## config.mk

```make
export PLATFORM = sky130hd
export DESIGN_NAME = add_seq_ctrl
export DESIGN_NICKNAME = d
export VERILOG_FILES = /design/src/rtl/add_seq_ctrl_pkg.sv /design/src/rtl/add_seq_ctrl_add8.sv /design/src/rtl/add_seq_ctrl.sv
export SDC_FILE = /design/constraint.sdc
export NUM_CORES = 1
export LEC_CHECK = 0
export ABC_CLOCK_PERIOD_IN_PS = 12800
export BUFFER_PORTS_ARGS = -buffer_cell sky130_fd_sc_hd__buf_4
export CORE_UTILIZATION = 42
export CTS_CLUSTER_SIZE = 25
export DETAILED_ROUTE_END_ITERATION = 8
export SYNTH_ARGS = -nofsm -noshare
export SYNTH_HDL_FRONTEND = slang
export SYNTH_HIERARCHICAL = 1
export SYNTH_SLANG_ARGS = --single-unit
```

## constraint.sdc

```tcl
create_clock -name clk -period 12.8 [get_ports clk]
set_clock_uncertainty 0.1 [all_clocks]
set_input_delay 2.56 -clock clk [delete_from_list [all_inputs] [get_ports clk]]
set_output_delay 2.56 -clock clk [all_outputs]
set_load 0.005 [all_outputs]
```

## src/rtl/add_seq_ctrl_pkg.sv

```systemverilog
// Shared types and helpers for the multi-cycle wide add/sub sequencer.
package add_seq_ctrl_pkg;

    typedef enum logic [1:0] {
        ST_IDLE = 2'd0,
        ST_RUN  = 2'd1,
        ST_DONE = 2'd2
    } state_e;

    // Signed overflow: operands agree in sign but the result sign differs.
    function automatic logic calc_ovf(input logic a_msb, input logic b_msb, input logic s_msb);
        calc_ovf = (a_msb == b_msb) && (s_msb != a_msb);
    endfunction

endpackage

```

## src/rtl/add_seq_ctrl_add8.sv

```systemverilog
// Parameterised N-bit ripple-carry adder, shared across all chunks of an operation.
module add8 #(
    parameter int unsigned N = 8
) (
    input  logic [N-1:0] a_i,
    input  logic [N-1:0] b_i,
    input  logic         cin_i,
    output logic [N-1:0] sum_o,
    output logic         cout_o
);

    logic [N:0] carry_s;

    // Bit-serial carry chain, LSB first.
    always_comb begin
        carry_s    = '0;
        sum_o      = '0;
        carry_s[0] = cin_i;
        for (int i = 0; i < int'(N); i++) begin
            sum_o[i]       = a_i[i] ^ b_i[i] ^ carry_s[i];
            carry_s[i + 1] = (a_i[i] & b_i[i]) | (carry_s[i] & (a_i[i] ^ b_i[i]));
        end
        cout_o = carry_s[N];
    end

endmodule

```

## src/rtl/add_seq_ctrl.sv

```systemverilog
// Multi-cycle W-bit adder/subtractor: one N-bit adder time-shared over CHUNKS slices,
// LSB chunk first, with valid/ready handshakes on operand and result sides.
module add_seq_ctrl
    import add_seq_ctrl_pkg::*;
#(
    parameter int unsigned N      = 8,
    parameter int unsigned CHUNKS = 4
) (
    input  logic                clk,
    input  logic                rst_n,
    input  logic                in_valid,
    output logic                in_ready,
    input  logic [N*CHUNKS-1:0] a,
    input  logic [N*CHUNKS-1:0] b,
    input  logic                sub,
    output logic                out_valid,
    input  logic                out_ready,
    output logic [N*CHUNKS-1:0] sum,
    output logic                cout,
    output logic                ovf
);

    localparam int unsigned W  = N * CHUNKS;
    localparam int unsigned CW = $clog2(CHUNKS + 1);
    localparam logic [CW-1:0] CNT_LAST = CW'(CHUNKS - 1);

    state_e        state_q;
    logic [W-1:0]  a_q;
    logic [W-1:0]  b_q;
    logic [W-1:0]  acc_q;
    logic          carry_q;
    logic [CW-1:0] cnt_q;
    logic          a_msb_q;
    logic          b_msb_q;
    logic [W-1:0]  sum_q;
    logic          cout_q;
    logic          ovf_q;
    logic          out_valid_q;
    logic          in_ready_q;

    logic [N-1:0]  chunk_sum_s;
    logic          chunk_cout_s;
    logic [W-1:0]  b_in_s;
    logic [W-1:0]  acc_d;
    logic [W-1:0]  a_d;
    logic [W-1:0]  b_d;

    add8 #(.N(N)) u_add (
        .a_i    (a_q[N-1:0]),
        .b_i    (b_q[N-1:0]),
        .cin_i  (carry_q),
        .sum_o  (chunk_sum_s),
        .cout_o (chunk_cout_s)
    );

    // Operand conditioning and per-chunk shift values; shifts written to stay legal for CHUNKS=1.
    always_comb begin
        b_in_s = b;
        if (sub) begin
            b_in_s = ~b;
        end else begin
            b_in_s = b;
        end
        acc_d = (acc_q >> N) | (W'(chunk_sum_s) << (W - N));
        a_d   = a_q >> N;
        b_d   = b_q >> N;
    end

    // Sequencer FSM with datapath registers and registered handshake/result outputs.
    always_ff @(posedge clk or negedge rst_n) begin
        if (!rst_n) begin
            state_q     <= ST_IDLE;
            a_q         <= '0;
            b_q         <= '0;
            acc_q       <= '0;
            carry_q     <= 1'b0;
            cnt_q       <= '0;
            a_msb_q     <= 1'b0;
            b_msb_q     <= 1'b0;
            sum_q       <= '0;
            cout_q      <= 1'b0;
            ovf_q       <= 1'b0;
            out_valid_q <= 1'b0;
            in_ready_q  <= 1'b0;
        end else begin
            case (state_q)
                ST_IDLE: begin
                    if (in_valid && in_ready_q) begin
                        state_q    <= ST_RUN;
                        a_q        <= a;
                        b_q        <= b_in_s;
                        carry_q    <= sub;
                        cnt_q      <= '0;
                        a_msb_q    <= a[W-1];
                        b_msb_q    <= b_in_s[W-1];
                        in_ready_q <= 1'b0;
                    end else begin
                        in_ready_q <= 1'b1;
                    end
                end
                ST_RUN: begin
                    acc_q   <= acc_d;
                    a_q     <= a_d;
                    b_q     <= b_d;
                    carry_q <= chunk_cout_s;
                    cnt_q   <= cnt_q + CW'(1);
                    if (cnt_q == CNT_LAST) begin
                        state_q     <= ST_DONE;
                        sum_q       <= acc_d;
                        cout_q      <= chunk_cout_s;
                        ovf_q       <= calc_ovf(a_msb_q, b_msb_q, chunk_sum_s[N-1]);
                        out_valid_q <= 1'b1;
                    end
                end
                ST_DONE: begin
                    if (out_ready) begin
                        state_q     <= ST_IDLE;
                        out_valid_q <= 1'b0;
                        in_ready_q  <= 1'b1;
                    end
                end
                default: begin
                    state_q     <= ST_IDLE;
                    out_valid_q <= 1'b0;
                    in_ready_q  <= 1'b0;
                end
            endcase
        end
    end

    assign in_ready  = in_ready_q;
    assign out_valid = out_valid_q;
    assign sum       = sum_q;
    assign cout      = cout_q;
    assign ovf       = ovf_q;

endmodule

```

# Word-level counts from Yosys, hierarchy flattened
# Index checks and enable logic that the tools add are counted.
word_totals:
  reg_bits: 140
  inputBits: 69
  out_inout_bits: 36
  wordCells: 95
classes:
  add_sub_neg: 1
  eq_ne: 8
  mux: 19
  bitwise_logic: 44
  reduce_logical: 10
ops:
  columns: ["cell", "n"]
  rows:
  - ["32-bit case mux with 2 select lines", 2]
  - ["32-bit 2-to-1 mux", 3]
  - ["32-bit inverter", 1]
  - ["24-bit by 32-bit OR with 32-bit output", 1]
  - ["1-bit AND", 16]
  - ["1-bit bitwise XOR", 16]
  - ["1-bit OR", 8]
  - ["2-bit AND reduction", 4]
  - ["2-bit 2-to-1 mux", 3]
  - ["2-bit inequality test, second input constant", 3]
  - ["1-bit case mux with 3 select lines", 2]
  - ["2-bit case mux with 3 select lines", 1]
  - ["3-bit case mux with 2 select lines", 1]
  - ["3-bit AND reduction", 2]
  - ["1-bit 2-to-1 mux", 5]
  - ["3-bit by 1-bit adder with 3-bit output, second input constant", 1]
  - ["3-bit by 2-bit equality test with 1-bit output, second input constant", 1]
  - ["3-bit 2-to-1 mux", 1]
  - ["2-bit by 1-bit equality test with 1-bit output, second input constant", 1]
  - ["2-bit equality test, second input constant", 1]
  - ["1-bit logical AND", 2]
  - ["2-bit logical NOT", 1]
  - ["1-bit inverter", 2]
  - ["1-bit case mux with 2 select lines", 1]
  - ["other kinds (3)", 3]

# Logic depth before layout (Yosys ltp)
logic_depth:
  depth_word: 18
  depth_mapped: 15
  ltp_nobuf: 15

# Hierarchy
# The synthesis kept the hierarchy.
by_module_without_submodules:
  columns: ["module", "n_inst", "cells_per_inst", "area_each_um2", "seq_area_each_um2"]
  rows:
  - ["add_seq_ctrl", 1, 508, 5542.8, 3303.2]
  - ["add8", 1, 18, 197.7, 0.0]

# Worst setup path before layout
# Ideal clock, no wire load.
synth_path:
  path_kind: "register to register"
  from: "register a_q[0]"
  to: "register ovf_q, in the netlist ovf"
  setup_ns: 0.129
  t_arrival_ns: 3.782
  required_ns: 12.571
  setup_slack_ns: 8.788
  path_stages_with_launch: 16
  path_buffers: 0
  period_less_slack_ns: 4.012
  cell_sequence: "dfrtp_1 > fa_1 > inv_1 > fa_1 > inv_1 > fa_1 > fa_1 > fa_1 > fa_1 > fa_1 > inv_1 > fa_1 > inv_1 > and3b_1 > a21oi_1 > o21ai_0"
synth_via:
  elab_chain_cells: 18
  elab_cells_between_ends: 19
  cone_classes: "eq/ne (1); bitwise (17); reduce/logical (1)"
synth_rtl:
  columns: ["element", "line", "text"]
  rows:
  - ["start: declaration", "add_seq_ctrl.sv:28", "logic [W-1:0] a_q;"]
  - ["start signal: assignment", "add_seq_ctrl.sv:73", "a_q <= '0;"]
  - ["start signal: assignment", "add_seq_ctrl.sv:90", "a_q <= a;"]
  - ["start signal: assignment", "add_seq_ctrl.sv:103", "a_q <= a_d;"]
  - ["1-bit bitwise XOR", "add_seq_ctrl_add8.sv:21", "carry_s[i + 1] = (a_i[i] & b_i[i]) | (carry_s[i] & (a_i[i] ^ b_i[i]));"]
  - ["1-bit AND", "add_seq_ctrl_add8.sv:21", null]
  - ["1-bit OR *", "add_seq_ctrl_add8.sv:21", null]
  - ["1-bit AND *", "add_seq_ctrl_add8.sv:21", null]
  - ["1-bit OR *", "add_seq_ctrl_add8.sv:21", null]
  - ["1-bit AND *", "add_seq_ctrl_add8.sv:21", null]
  - ["1-bit OR *", "add_seq_ctrl_add8.sv:21", null]
  - ["1-bit AND *", "add_seq_ctrl_add8.sv:21", null]
  - ["(+2 left out)", null, null]
  - ["1-bit OR *", "add_seq_ctrl_add8.sv:21", null]
  - ["1-bit AND *", "add_seq_ctrl_add8.sv:21", null]
  - ["1-bit OR *", "add_seq_ctrl_add8.sv:21", null]
  - ["1-bit AND *", "add_seq_ctrl_add8.sv:21", null]
  - ["1-bit OR *", "add_seq_ctrl_add8.sv:21", null]
  - ["1-bit bitwise XOR *", "add_seq_ctrl_add8.sv:20", "sum_o[i] = a_i[i] ^ b_i[i] ^ carry_s[i];"]
  - ["1-bit inequality test *", "add_seq_ctrl_pkg.sv:12", "calc_ovf = (a_msb == b_msb) && (s_msb != a_msb);"]
  - ["1-bit logical AND *", "add_seq_ctrl_pkg.sv:12", null]
  - ["end signal: assignment", "add_seq_ctrl.sv:111", "ovf_q <= calc_ovf(a_msb_q, b_msb_q, chunk_sum_s[N-1]);"]
  - ["end: declaration", "add_seq_ctrl.sv:37", "logic ovf_q;"]
# Every way passes the cells marked *; elsewhere a longest branch is shown, timed or not.
# A chain may end at the register's enable or synchronous reset.

# Final worst setup path
# Ends and elaborated chain as after synthesis.

==> results.toml <==
[timing]
rsz0062_at_grt = "no"
timing.fmax_ghz = 0.232
setup_viol = 0
worst_slack_ps = 8480
tightestPinTransition_ps = 1040
final.setup.tns_ps = 0
slew_violations = 0
period_share_pct = 33.7
hold_violations = 0
slew_headroom_pct = 30.7
fin_crit_ps = 4320

[placement]
finalWeightedCongestion = 0.722
place_inst = 771
io_buffers = 104
placed_cell_area_um2 = 6590
hpwlAfterDp_um = 7600
preCtsSetupSlack_ps = 8470

[synthesis]
synth.largest_area_cell = "dfrtp_1"
ys_async_sr_fraction_pct = 100
synth.distinct_cells = 29
syn_inst = 526
synth_top_cells_by_area = "dfrtp_1 (58%), mux2_2 (6.7%), nand2_1 (6.5%), xnor2_1 (4.7%), a221o_1 (4.2%)"
ys_ff_latch = 132
ys.flop_type = "dfrtp_1"
avgSynthCellArea_um2 = 10.9
synth_edf_count = 0
yosysSeqAreaShare_pct = 57.5
yosysWarnings = 6
syn-cell-area_um2 = 5740
synth_top_area_share_pct = 57.5
synth_fp_nets = 605

[clocking]
hold_buffers = 0
post-cts-setup-buffer-count = 0
ctsResizeCount = 0
cts_buffers = 17
cts-root-buf = "clkbuf_16"
clock_path_buffers = 2
clk_pin_slew_ps = 50
clock-sinks = 132
htreeDepth = 4
tritoncts = "done"
clock_latency_ps = 410

[cells_and_area]
nets = 693
layoutNonFillerInstCount = 803
syn2layout_area_growth_pct = 25.7
drive_gt1_share_pct = 28.2
multiInputGateArea_um2 = 2210
seqCellArea_um2 = 3300
antennaDiodeCount = 0
nFillCells = 1169
final_cell_area_um2 = 7220

[global_routing]
antenna_found_initial = 0
grtUsageTotal_pct = 18.3
grt_overflow = 0
grt_pass1_vias = 3943
grt_first_pass_wirelength_um = 20000
grt_max_degree = 83

[power]
switchingPower_mw = 0.673
pwr-share-clk_pct = 26.1
p_int_mw = 1.28
combPwrFrac_pct = 36.3
p_leak_nw = 3.47
seq_power_share_pct = 37.6
power_density_nw_per_um2 = 271
ir_drop_uv = 164
sw_frac_of_total_pct = 34.4

[worst_setup_path]
cp_top_family = "adder cells"
cp_slowest_cell = "fa_1"
path_common_cell = "fa_1"
crit_buf_inv = 4
cpPeakStageDelay_ps = 410
critPathMaxFanout = 4
startpoint = "a_q[0]"
cp.required_ps = 12970
endpoint_kind = "flop"
path_class = "reg -> reg"
r2r_start = "a_q[0]"
rrSetupSlack_ps = 8480
cp_cell_sequence = "fa_1 > inv_1 > fa_1 > inv_1 > fa_1 > fa_1 > fa_1 > fa_1 > fa_1 > inv_1 > fa_1 > inv_1 > and3b_1 > a21oi_1 > o21ai_0"
critPathLaunchType = "flop"
cp.arrival_ps = 4490

[floorplan]
num_rows = 42
start_util_pct = 43.2
ios = 105
dieArea_um2 = 14100
die_x_um = 119
die_height_um = 119
core_um2 = 13300

[drt]
drc = 0
vias = 4082
wl_per_cell_um = 15.2
first_pass_iters = 4
vias_per_cell = 5.08
ant_nets = 0
drt-initial-drc-count = 268
wl_um = 12200

[worst_hold_path]
holdCritStartpoint = "acc_q[12]"
hold_class = "reg -> reg"

[status]
status = "finished clean"

[flow_run]
max_cap_viol_count = 0
[synthesized netlist by cell type (2+ instances only)]
cell type / n
mux2_2: 34
buf_2: 19
inv_1: 12
nor2_1: 52
fa_1: 8
o21ai_0: 11
buf_6: 4
ha_1: 2
nand3_1: 18
nor3_1: 25
nand2_1: 100
o22ai_1: 25
dfrtp_1: 132
a221o_1: 24
clkbuf_1: 15
a21oi_1: 2
xnor2_1: 31
[layout by cell type (no fill, tap or decap), types with 2 or more instances in the layout]
master and count:
xnor2_1 31, nor3_1 25, inv_1 12, nor2_1 52, clkbuf_16 17, buf_4 107
o22ai_1 25, nand3_1 18, dfrtp_1 132, o21ai_0 11, fa_1 8, a221o_1 24
nand2_1 100, bufinv_16 4, mux2_2 34, clkbuf_8 3, clkinv_2 7, a21oi_1 2
ha_1 2
[state kept, by name, indices dropped and copies added, names as in the netlist]
register / count
cout: 1
b_q: 32
in_ready: 1
a_q: 32
a_msb_q: 1
ovf: 1
cnt_q: 3
acc_q: 24
out_valid: 1
sum: 32
b_msb_q: 1
state_q: 2
carry_q: 1
[cells by family (layout without fill, tap and decap cells)]
kind of cell / Yosys count / in the layout / share of synthesized area [%]
AND/OR/NAND/NOR: 202 / 202 / 14.9
flip-flops: 132 / 132 / 57.5
AO/OA/AOI/OAI: 65 / 65 / 8.48
buffers and inverters: 51 / 152 / 4.34
multiplexers: 34 / 34 / 6.67
XOR/XNOR: 32 / 32 / 4.88
adder cells (fa/ha/maj): 10 / 10 / 3.23
[metal layers]
metal / vias to the layer above / global-route usage, % / wire length [um]
met4: 0 / 7.28 / 144
met5: - / 0 / 0
met3: 13 / 4.69 / 655
met2: 130 / 27.5 / 5690
li1: 1965 / - / -
met1: 1974 / 25.5 / 5670
[layout make-up]
type,count,share of cell area [%]
clock buffer,21,6.52
clock inverter,11,2.15
tap,176,3.05
timing repair buffer,108,11.3
sequential,132,45.8
inverter,12,0.624
multi-input combinational,343,30.6
[final timing paths]
check,to,cells after the start
min in group asynchronous,acc_q[17],1
worst min-delay path,acc_q[12],2
max in group asynchronous,b_q[12],2
worst max-delay path,ovf,15
worst max register to register,ovf,15
worst min register to register,acc_q[12],2
[power groups by stage]
stage	clock [mW]	sequential (mW)	combinational (mW)
floorplan	0	0.703	0.520
global placement	0	0.734	0.693
detailed placement	0	0.742	0.713
CTS	0.517	0.736	0.720
global route	0.537	0.759	0.804
finish	0.509	0.735	0.709
[worst register-to-register path, cell delays in order, from the launching register on]
cell	delay [ps]
dfrtp_1	400
fa_1	410
inv_1	70
fa_1	160
inv_1	50
fa_1	390
fa_1	400
fa_1	390
fa_1	400
fa_1	360
inv_1	70
fa_1	400
inv_1	130
and3b_1	190
a21oi_1	160
o21ai_0	100
[through the flow]
step	hold WS [ps]	power (mW)	utilization, %
final	373	1.95	54.3
after global routing	391	2.10	54.3
after CTS	376	1.97	54.3
after detailed placement	363	1.45	49.6
after global placement	355	1.43	49.6
after floorplan	342	1.22	-
Power figures use the tool's default switching activity.
